`src/rtl/sm_colour_pkg.sv`:
```
// Shared colour codes, debounce FSM states and the colour type used by the
// sm_colour_confirm design and its event FIFO.
`timescale 1ns/1ps
package sm_colour_pkg;

    typedef logic [1:0] colour_t;

    localparam colour_t COL_WHITE = 2'd0;
    localparam colour_t COL_RED   = 2'd1;
    localparam colour_t COL_GREEN = 2'd2;
    localparam colour_t COL_BLUE  = 2'd3;

    typedef enum logic [1:0] {
        IDLE = 2'd0,
        CAND = 2'd1,
        HOLD = 2'd2
    } state_t;

endpackage

```
`src/rtl/sm_colour_confirm_if.sv`:
```
// Confirmed-mark event stream toward the reporting stage (valid/ready).
`timescale 1ns/1ps
interface sm_colour_confirm_if;
    import sm_colour_pkg::*;

    logic    evt_valid;
    colour_t evt_colour;
    logic    evt_ready;

    modport master (output evt_valid, output evt_colour, input evt_ready);
    modport slave  (input evt_valid, input evt_colour, output evt_ready);
endinterface

```
`src/rtl/sm_event_fifo.sv`:
```
// First-word-fall-through event queue; a push into a full queue is accepted
// only when a pop frees a slot in the same cycle.
`timescale 1ns/1ps
module sm_event_fifo #(
    parameter int DEPTH = 4,
    parameter int WIDTH = 2
) (
    input  logic             clk_50,
    input  logic             rst_n,
    input  logic             i_push,
    input  logic [WIDTH-1:0] i_din,
    input  logic             i_pop,
    output logic [WIDTH-1:0] o_dout,
    output logic             o_full,
    output logic             o_empty
);
    localparam int AW = (DEPTH > 1) ? $clog2(DEPTH) : 1;

    logic [WIDTH-1:0] r_mem [DEPTH];
    logic [AW-1:0]    r_wr_ptr;
    logic [AW-1:0]    r_rd_ptr;
    logic [AW:0]      r_count;
    logic             w_push_take;
    logic             w_pop_take;

    assign o_empty     = (r_count == '0);
    assign o_full      = (r_count == (AW+1)'(DEPTH));
    assign w_pop_take  = i_pop & ~o_empty;
    assign w_push_take = i_push & (~o_full | w_pop_take);
    // Head is masked while empty so the output reads 0 rather than stale data.
    assign o_dout      = o_empty ? '0 : r_mem[r_rd_ptr];

    always_ff @(posedge clk_50) begin
        if (w_push_take) begin
            r_mem[r_wr_ptr] <= i_din;
        end
    end

    always_ff @(posedge clk_50 or negedge rst_n) begin
        if (!rst_n) begin
            r_wr_ptr <= '0;
            r_rd_ptr <= '0;
            r_count  <= '0;
        end else begin
            if (w_push_take) begin
                r_wr_ptr <= r_wr_ptr + 1'b1;
            end
            if (w_pop_take) begin
                r_rd_ptr <= r_rd_ptr + 1'b1;
            end
            case ({w_push_take, w_pop_take})
                2'b10:   r_count <= r_count + 1'b1;
                2'b01:   r_count <= r_count - 1'b1;
                default: r_count <= r_count;
            endcase
        end
    end

endmodule

```
`src/rtl/sm_colour_confirm.sv`:
```
// Debounces classifier frames into one event per physical colour mark, queues
// events and keeps saturating per-colour tallies. Optional LED indicator is
// enabled with the macro SM_COLOUR_CONFIRM_LED_EN.
`timescale 1ns/1ps
module sm_colour_confirm
    import sm_colour_pkg::*;
#(
    parameter int CONFIRM_FRAMES = 3,
    parameter int RELEASE_FRAMES = 2,
    parameter int FIFO_DEPTH     = 4,
    parameter int CNT_W          = 8
`ifdef SM_COLOUR_CONFIRM_LED_EN
    ,
    parameter int LED_HOLD       = 25_000_000
`endif
) (
    input  logic              clk_50,
    input  logic              rst_n,
    input  logic              frame_valid,
    input  colour_t           colour,
    input  logic              detected,
    sm_colour_confirm_if.master evt,
    output logic [CNT_W-1:0]  cnt_red,
    output logic [CNT_W-1:0]  cnt_green,
    output logic [CNT_W-1:0]  cnt_blue,
    output logic              overflow,
    output logic              busy
`ifdef SM_COLOUR_CONFIRM_LED_EN
    ,
    output logic              led_r,
    output logic              led_g,
    output logic              led_b
`endif
);
    localparam logic [3:0] CONF_N = 4'(CONFIRM_FRAMES);
    localparam logic [3:0] REL_N  = 4'(RELEASE_FRAMES);

    state_t     r_state, w_state_next;
    logic [3:0] r_match, w_match_next;
    logic [3:0] r_release, w_release_next;
    colour_t    r_cand, w_cand_next;
    logic       w_hit;
    logic       w_confirm;
    logic       w_fifo_full;
    logic       w_fifo_empty;
    logic       r_overflow;

    assign w_hit = frame_valid & detected & (colour != COL_WHITE);

    always_ff @(posedge clk_50 or negedge rst_n) begin
        if (!rst_n) begin
            r_state   <= IDLE;
            r_match   <= '0;
            r_release <= '0;
            r_cand    <= COL_WHITE;
        end else begin
            r_state   <= w_state_next;
            r_match   <= w_match_next;
            r_release <= w_release_next;
            r_cand    <= w_cand_next;
        end
    end

    always_comb begin
        w_state_next   = r_state;
        w_match_next   = r_match;
        w_release_next = r_release;
        w_cand_next    = r_cand;
        w_confirm      = 1'b0;
        if (frame_valid) begin
            case (r_state)
                IDLE: begin
                    if (w_hit) begin
                        w_cand_next  = colour;
                        w_match_next = 4'd1;
                        if (CONF_N == 4'd1) begin
                            w_confirm      = 1'b1;
                            w_match_next   = '0;
                            w_release_next = '0;
                            w_state_next   = HOLD;
                        end else begin
                            w_state_next = CAND;
                        end
                    end
                end
                CAND: begin
                    if (w_hit && colour == r_cand) begin
                        if (r_match + 4'd1 >= CONF_N) begin
                            w_confirm      = 1'b1;
                            w_match_next   = '0;
                            w_release_next = '0;
                            w_state_next   = HOLD;
                        end else begin
                            w_match_next = r_match + 4'd1;
                        end
                    end else if (w_hit) begin
                        w_cand_next  = colour;
                        w_match_next = 4'd1;
                    end else begin
                        w_match_next = '0;
                        w_state_next = IDLE;
                    end
                end
                HOLD: begin
                    // Any hit while holding means the same mark is still in view.
                    if (w_hit) begin
                        w_release_next = '0;
                    end else if (r_release + 4'd1 >= REL_N) begin
                        w_release_next = '0;
                        w_state_next   = IDLE;
                    end else begin
                        w_release_next = r_release + 4'd1;
                    end
                end
                default: w_state_next = IDLE;
            endcase
        end
    end

    // The confirming frame's colour always equals the candidate, so push it directly.
    sm_event_fifo #(
        .DEPTH (FIFO_DEPTH),
        .WIDTH ($bits(colour_t))
    ) u_fifo (
        .clk_50  (clk_50),
        .rst_n   (rst_n),
        .i_push  (w_confirm),
        .i_din   (colour),
        .i_pop   (evt.evt_ready),
        .o_dout  (evt.evt_colour),
        .o_full  (w_fifo_full),
        .o_empty (w_fifo_empty)
    );

    assign evt.evt_valid = ~w_fifo_empty;

    always_ff @(posedge clk_50 or negedge rst_n) begin
        if (!rst_n) begin
            r_overflow <= 1'b0;
        end else if (w_confirm && w_fifo_full && !evt.evt_ready) begin
            r_overflow <= 1'b1;
        end
    end

    genvar gi;
    generate
        for (gi = 0; gi < 3; gi++) begin : g_cnt
            localparam colour_t MY_COL = colour_t'(gi + 1);
            logic [CNT_W-1:0] r_cnt;
            always_ff @(posedge clk_50 or negedge rst_n) begin
                if (!rst_n) begin
                    r_cnt <= '0;
                end else if (w_confirm && colour == MY_COL && r_cnt != '1) begin
                    r_cnt <= r_cnt + 1'b1;
                end
            end
        end
    endgenerate

    assign cnt_red   = g_cnt[0].r_cnt;
    assign cnt_green = g_cnt[1].r_cnt;
    assign cnt_blue  = g_cnt[2].r_cnt;
    assign overflow  = r_overflow;
    assign busy      = (r_state != IDLE);

`ifdef SM_COLOUR_CONFIRM_LED_EN
    localparam int TW = $clog2(LED_HOLD + 1);

    logic [2:0]    r_led;
    logic [TW-1:0] r_led_timer;

    always_ff @(posedge clk_50 or negedge rst_n) begin
        if (!rst_n) begin
            r_led       <= '0;
            r_led_timer <= '0;
        end else if (w_confirm) begin
            r_led       <= 3'b001 << (colour - 2'd1);
            r_led_timer <= TW'(LED_HOLD);
        end else if (r_led_timer != '0) begin
            r_led_timer <= r_led_timer - 1'b1;
            if (r_led_timer == TW'(1)) begin
                r_led <= '0;
            end
        end
    end

    assign led_r = r_led[0];
    assign led_g = r_led[1];
    assign led_b = r_led[2];
`endif

endmodule

```
`src/flat_wrapper.sv`:
```
// flat-port wrapper written by rule: the top's interface ports become plain ports
module sm_colour_confirm_flat import sm_colour_pkg::*;
#(
    parameter int CONFIRM_FRAMES = 3,
    parameter int RELEASE_FRAMES = 2,
    parameter int FIFO_DEPTH     = 4,
    parameter int CNT_W          = 8

)
  (clk_50, rst_n, frame_valid, colour, detected, cnt_red, cnt_green, cnt_blue, overflow, busy, evt_evt_valid, evt_evt_colour, evt_evt_ready);
  sm_colour_confirm_if evt_i ();
  input  logic clk_50;
  input  logic rst_n;
  input  logic frame_valid;
  input  colour_t colour;
  input  logic detected;
  output logic [CNT_W-1:0] cnt_red;
  output logic [CNT_W-1:0] cnt_green;
  output logic [CNT_W-1:0] cnt_blue;
  output logic overflow;
  output logic busy;
  output wire logic [$bits(evt_i.evt_valid)-1:0] evt_evt_valid;
  output wire logic [$bits(evt_i.evt_colour)-1:0] evt_evt_colour;
  input wire logic [$bits(evt_i.evt_ready)-1:0] evt_evt_ready;
  assign evt_evt_valid = evt_i.evt_valid;
  assign evt_evt_colour = evt_i.evt_colour;
  assign evt_i.evt_ready = evt_evt_ready;
  sm_colour_confirm #(.CONFIRM_FRAMES(CONFIRM_FRAMES), .RELEASE_FRAMES(RELEASE_FRAMES), .FIFO_DEPTH(FIFO_DEPTH), .CNT_W(CNT_W)) u_core (.clk_50(clk_50), .rst_n(rst_n), .frame_valid(frame_valid), .colour(colour), .detected(detected), .evt(evt_i), .cnt_red(cnt_red), .cnt_green(cnt_green), .cnt_blue(cnt_blue), .overflow(overflow), .busy(busy));
endmodule
```
`config.mk`:
```
export PLATFORM = sky130hd
export DESIGN_NAME = sm_colour_confirm_flat
export DESIGN_NICKNAME = d
export VERILOG_FILES = /design/src/rtl/sm_colour_pkg.sv /design/src/rtl/sm_colour_confirm_if.sv /design/src/rtl/sm_event_fifo.sv /design/src/rtl/sm_colour_confirm.sv /design/src/flat_wrapper.sv
export SDC_FILE = /design/constraint.sdc
export NUM_CORES = 1
export LEC_CHECK = 0
export CORE_ASPECT_RATIO = 0.9
export CORE_MARGIN = 4
export CORE_UTILIZATION = 55
export DETAILED_ROUTE_END_ITERATION = 10
export GPL_TIMING_DRIVEN = 0
export PLACE_DENSITY_LB_ADDON = 0.15
export SLEW_MARGIN = 25
export SYNTH_ARGS = -nofsm -noshare
export SYNTH_HDL_FRONTEND = slang
export SYNTH_SLANG_ARGS = --single-unit
```
`constraint.sdc`:
```
create_clock -name clk_50 -period 7.82 [get_ports clk_50]
set_clock_uncertainty 0.15 [all_clocks]
set_input_delay 1.173 -clock clk_50 [delete_from_list [all_inputs] [get_ports clk_50]]
set_output_delay 1.173 -clock clk_50 [all_outputs]
set_load 0.005 [all_outputs]
```
==> results.md <==
- I/O pin count: 36
- Lkg Pwr: 1.48 nW
- Most used cell, CP: a22o_1
- Share of cells above drive strength 1: 0.0926
- Synthesized flop and latch total: 52
- Largest net degree at the start of global routing: 31
- First-pass GRT wire length: 8670 um
- Yosys warnings: 0
- Mapped Nets: 248
- Ant. Diodes: 0
- Clock-pin slew on the worst setup and hold paths: 0.09 ns
- Syn-to-layout area delta: 20.6%
- Pwr dens: 229 nW/um^2
- Core Footprint: 4580 um^2
- WHS Path Cells: 1
- Clock sinks: 52
- Post-synth top area share: 0.412
- Synth Instances: 226
- Seq/Total Area, Yosys: 0.502
- Inserted Clock Buffers: 5
- Worst slack on hold paths: 0.333 ns
- Crit-path slowest cell: clkdlybuf4s50_1
- Die area: 6040 um^2
- Crit-path cells: clkdlybuf4s50_1 > buf_6 > xnor2_1 > a22o_1 > a31oi_1 > fa_1 > inv_1 > a21oi_1 > a22o_1 > xor2_1
- Crit path max fanout: 9
- Gr usage total: 0.187
- CTS tree: done
- Final WS setup: 4.27 ns
- Final Hold Fails: 0
- Min-delay src: u_core.overflow
- Fmax achieved: 282 MHz
- Fin nets: 291
- Reg2reg end: u_core.u_fifo.r_count[2]
- # port buffers: 35
- R2R cell count: 11
- Placed cells: 324
- Required @ worst endpoint: 7.87 ns
- DRC viols: 0
- WP buf/inv: 3
- Final Cycle Share: 0.454
- Vias in the first global route: 1826
- Die width: 81.5 um
- Most numerous cell in the Yosys netlist: dfrtp_1
- Gr ovfl total: 0
- Final setup TNS: 0 ns
- Initial core utilization: 0.584
- Worst slack at placement: 3.95 ns
- Type of destination of the critical path: register
- Slew @ Worst Pin: 0.675 ns
- Std-Cell Rows: 23
- Overall power: 0.738 mW
- Post-synth ARST share: 0.846
- Startpoint types: input pin
- Commonest cells post-synth: dfrtp_1, xor2_1, ha_1
- Crit Path Category: input pin to register
- Number of max-cap violations: 0
- Crit path max-delay family: compound AO/OA/AOI/OAI gates
- CTS root buf: clkbuf_8
- Distinct cells, synth: 48
- Synth Flop Type: dfrtp_1
- Via-to-Cell Ratio: 5.50
- R2r startpoint: u_core.r_match[0]
- Antenna violations before repair: 0
- H-tree Lvls: 2
- CP peak stage delay: 0.49 ns
- Post-Layout Cell Count: 332
- Final slew viol count: 0
- Routed WL per cell: 14.9 um
- Avg Cell Area, Syn: 11.8 um^2
- Ranking of synthesized cells by area: dfrtp_1, edfxtp_1, ha_1
- Hold Path Class: register to register
- Worst-Skew Late Latency: 0.30 ns
- Final setup vio count: 0
- Cts hold-fix bufs: 0
- Peak supply drop: 0.129 mV
- Post-synth EDFFs: 8
- FF-to-FF setup slack: 5.13 ns
- Post-DP HPWL: 3630 um
- Height of the die: 74.1 um
- Outcome: finished, final reports clean
- Arr. time, crit path: 3.60 ns
- First-pass detailed-route iteration total: 5
- Rel. slew slack: 0.543
- RSZ-0062 raised after global routing: no
- Clock Path Buffers: 2
- Post-CTS Setup Bufs: 0
- WL final: 4960 um
- Hold endpoint: u_core.overflow
- Minimum clock period: 3.55 ns
- Vias: 1825
- Mapped cell area: 2670 um^2
- Final ANT Viol Nets: 0
- Cts repair resizes: 0
- Final RePlAce weighted congestion: 0.772
- Post-synth top area cell: dfrtp_1
- Initial DRC count: 106
where the power goes:
group          leakage, nW  total [mW]  internal [mW]  switching (mW)
clock network       0.0552       0.181         0.0950          0.0859
logic                0.776       0.212          0.106           0.107
registers            0.651       0.344          0.308          0.0359
cells by family (layout without fill, tap and decap cells):
logic type / after synthesis / after routing / share of synthesized area
adders and majority gates: 15 / 15 / 0.0730
DFF: 52 / 52 / 0.502
muxes: 10 / 10 / 0.0501
buffers and inverters: 17 / 61 / 0.0300
and+or+nand+nor: 76 / 76 / 0.172
AOI/OAI and AO/OA: 27 / 27 / 0.0777
xor gates and xnor gates: 29 / 29 / 0.0950
layout make-up:
type | count | area, um^2
Clock buffer | 6 | 72.6
Timing Repair Buffer | 36 | 365
Fill cell | 350 | 1350
Clock inverter | 2 | 35.0
Inverter | 12 | 45.0
Multi-Input combinational cell | 157 | 1250
Buffer | 5 | 35.0
Sequential cell | 52 | 1340
Tap cell | 62 | 77.6
layout by cell type, fill, tap and decap left out, types with 7 or more instances in the layout:
cell             synthesis  layout
ha_1                    14      14
edfxtp_1                 8       8
clkdlybuf4s50_1          0      34
xor2_1                  16      16
xnor2_1                 13      13
dfrtp_1                 44      44
and2_1                  10      10
inv_1                   12      12
nand3_1                 10      10
nor2_1                   9       9
nand4_1                  7       7
nand2_1                 13      13
stage by stage:
| stage | area [um^2] | util |
|---|---|---|
| after floorplan | 2670 | - |
| after global placement | 3100 | 0.678 |
| after detailed placement | 3120 | 0.681 |
| after CTS | 3220 | 0.704 |
| after global routing | 3220 | 0.704 |
| final | 3220 | 0.704 |
registers in the layout, summed over array words and instances, names as in the netlist, 3 cells and up:
signal / flops
u_core.cnt_blue: 8
u_core.cnt_green: 8
u_core.cnt_red: 8
u_core.u_fifo.r_mem: 8
u_core.r_match: 4
u_core.r_release: 4
u_core.u_fifo.r_count: 3
how the worst max path moves through the flow:
| stage | start | endpoint | slack (ns) | depth (start not counted) |
|---|---|---|---|---|
| finish | colour[1] | u_core.u_fifo.r_count[2] | 4.27 | 10 |
| global route | colour[0] | u_core.u_fifo.r_count[2] | 4.11 | 10 |
| CTS | colour[1] | u_core.u_fifo.r_count[2] | 4.27 | 10 |
| detailed placement | colour[1] | u_core.u_fifo.r_count[2] | 3.95 | 10 |
| global placement | colour[1] | u_core.u_fifo.r_count[2] | 4.00 | 10 |
| floorplan | colour[1] | u_core.u_fifo.r_count[2] | 4.69 | 9 |
routing by layer:
| metal | vias to the layer above | track usage | share of wire |
|---|---|---|---|
| li1 | 881 | - | - |
| met3 | 8 | 0.0424 | 0.044 |
| met1 | 894 | 0.270 | 0.49 |
| met5 | - | 0 | 0 |
| met2 | 42 | 0.278 | 0.45 |
| met4 | 0 | 0.0675 | 0.016 |
(Power assumes the default switching activity.)
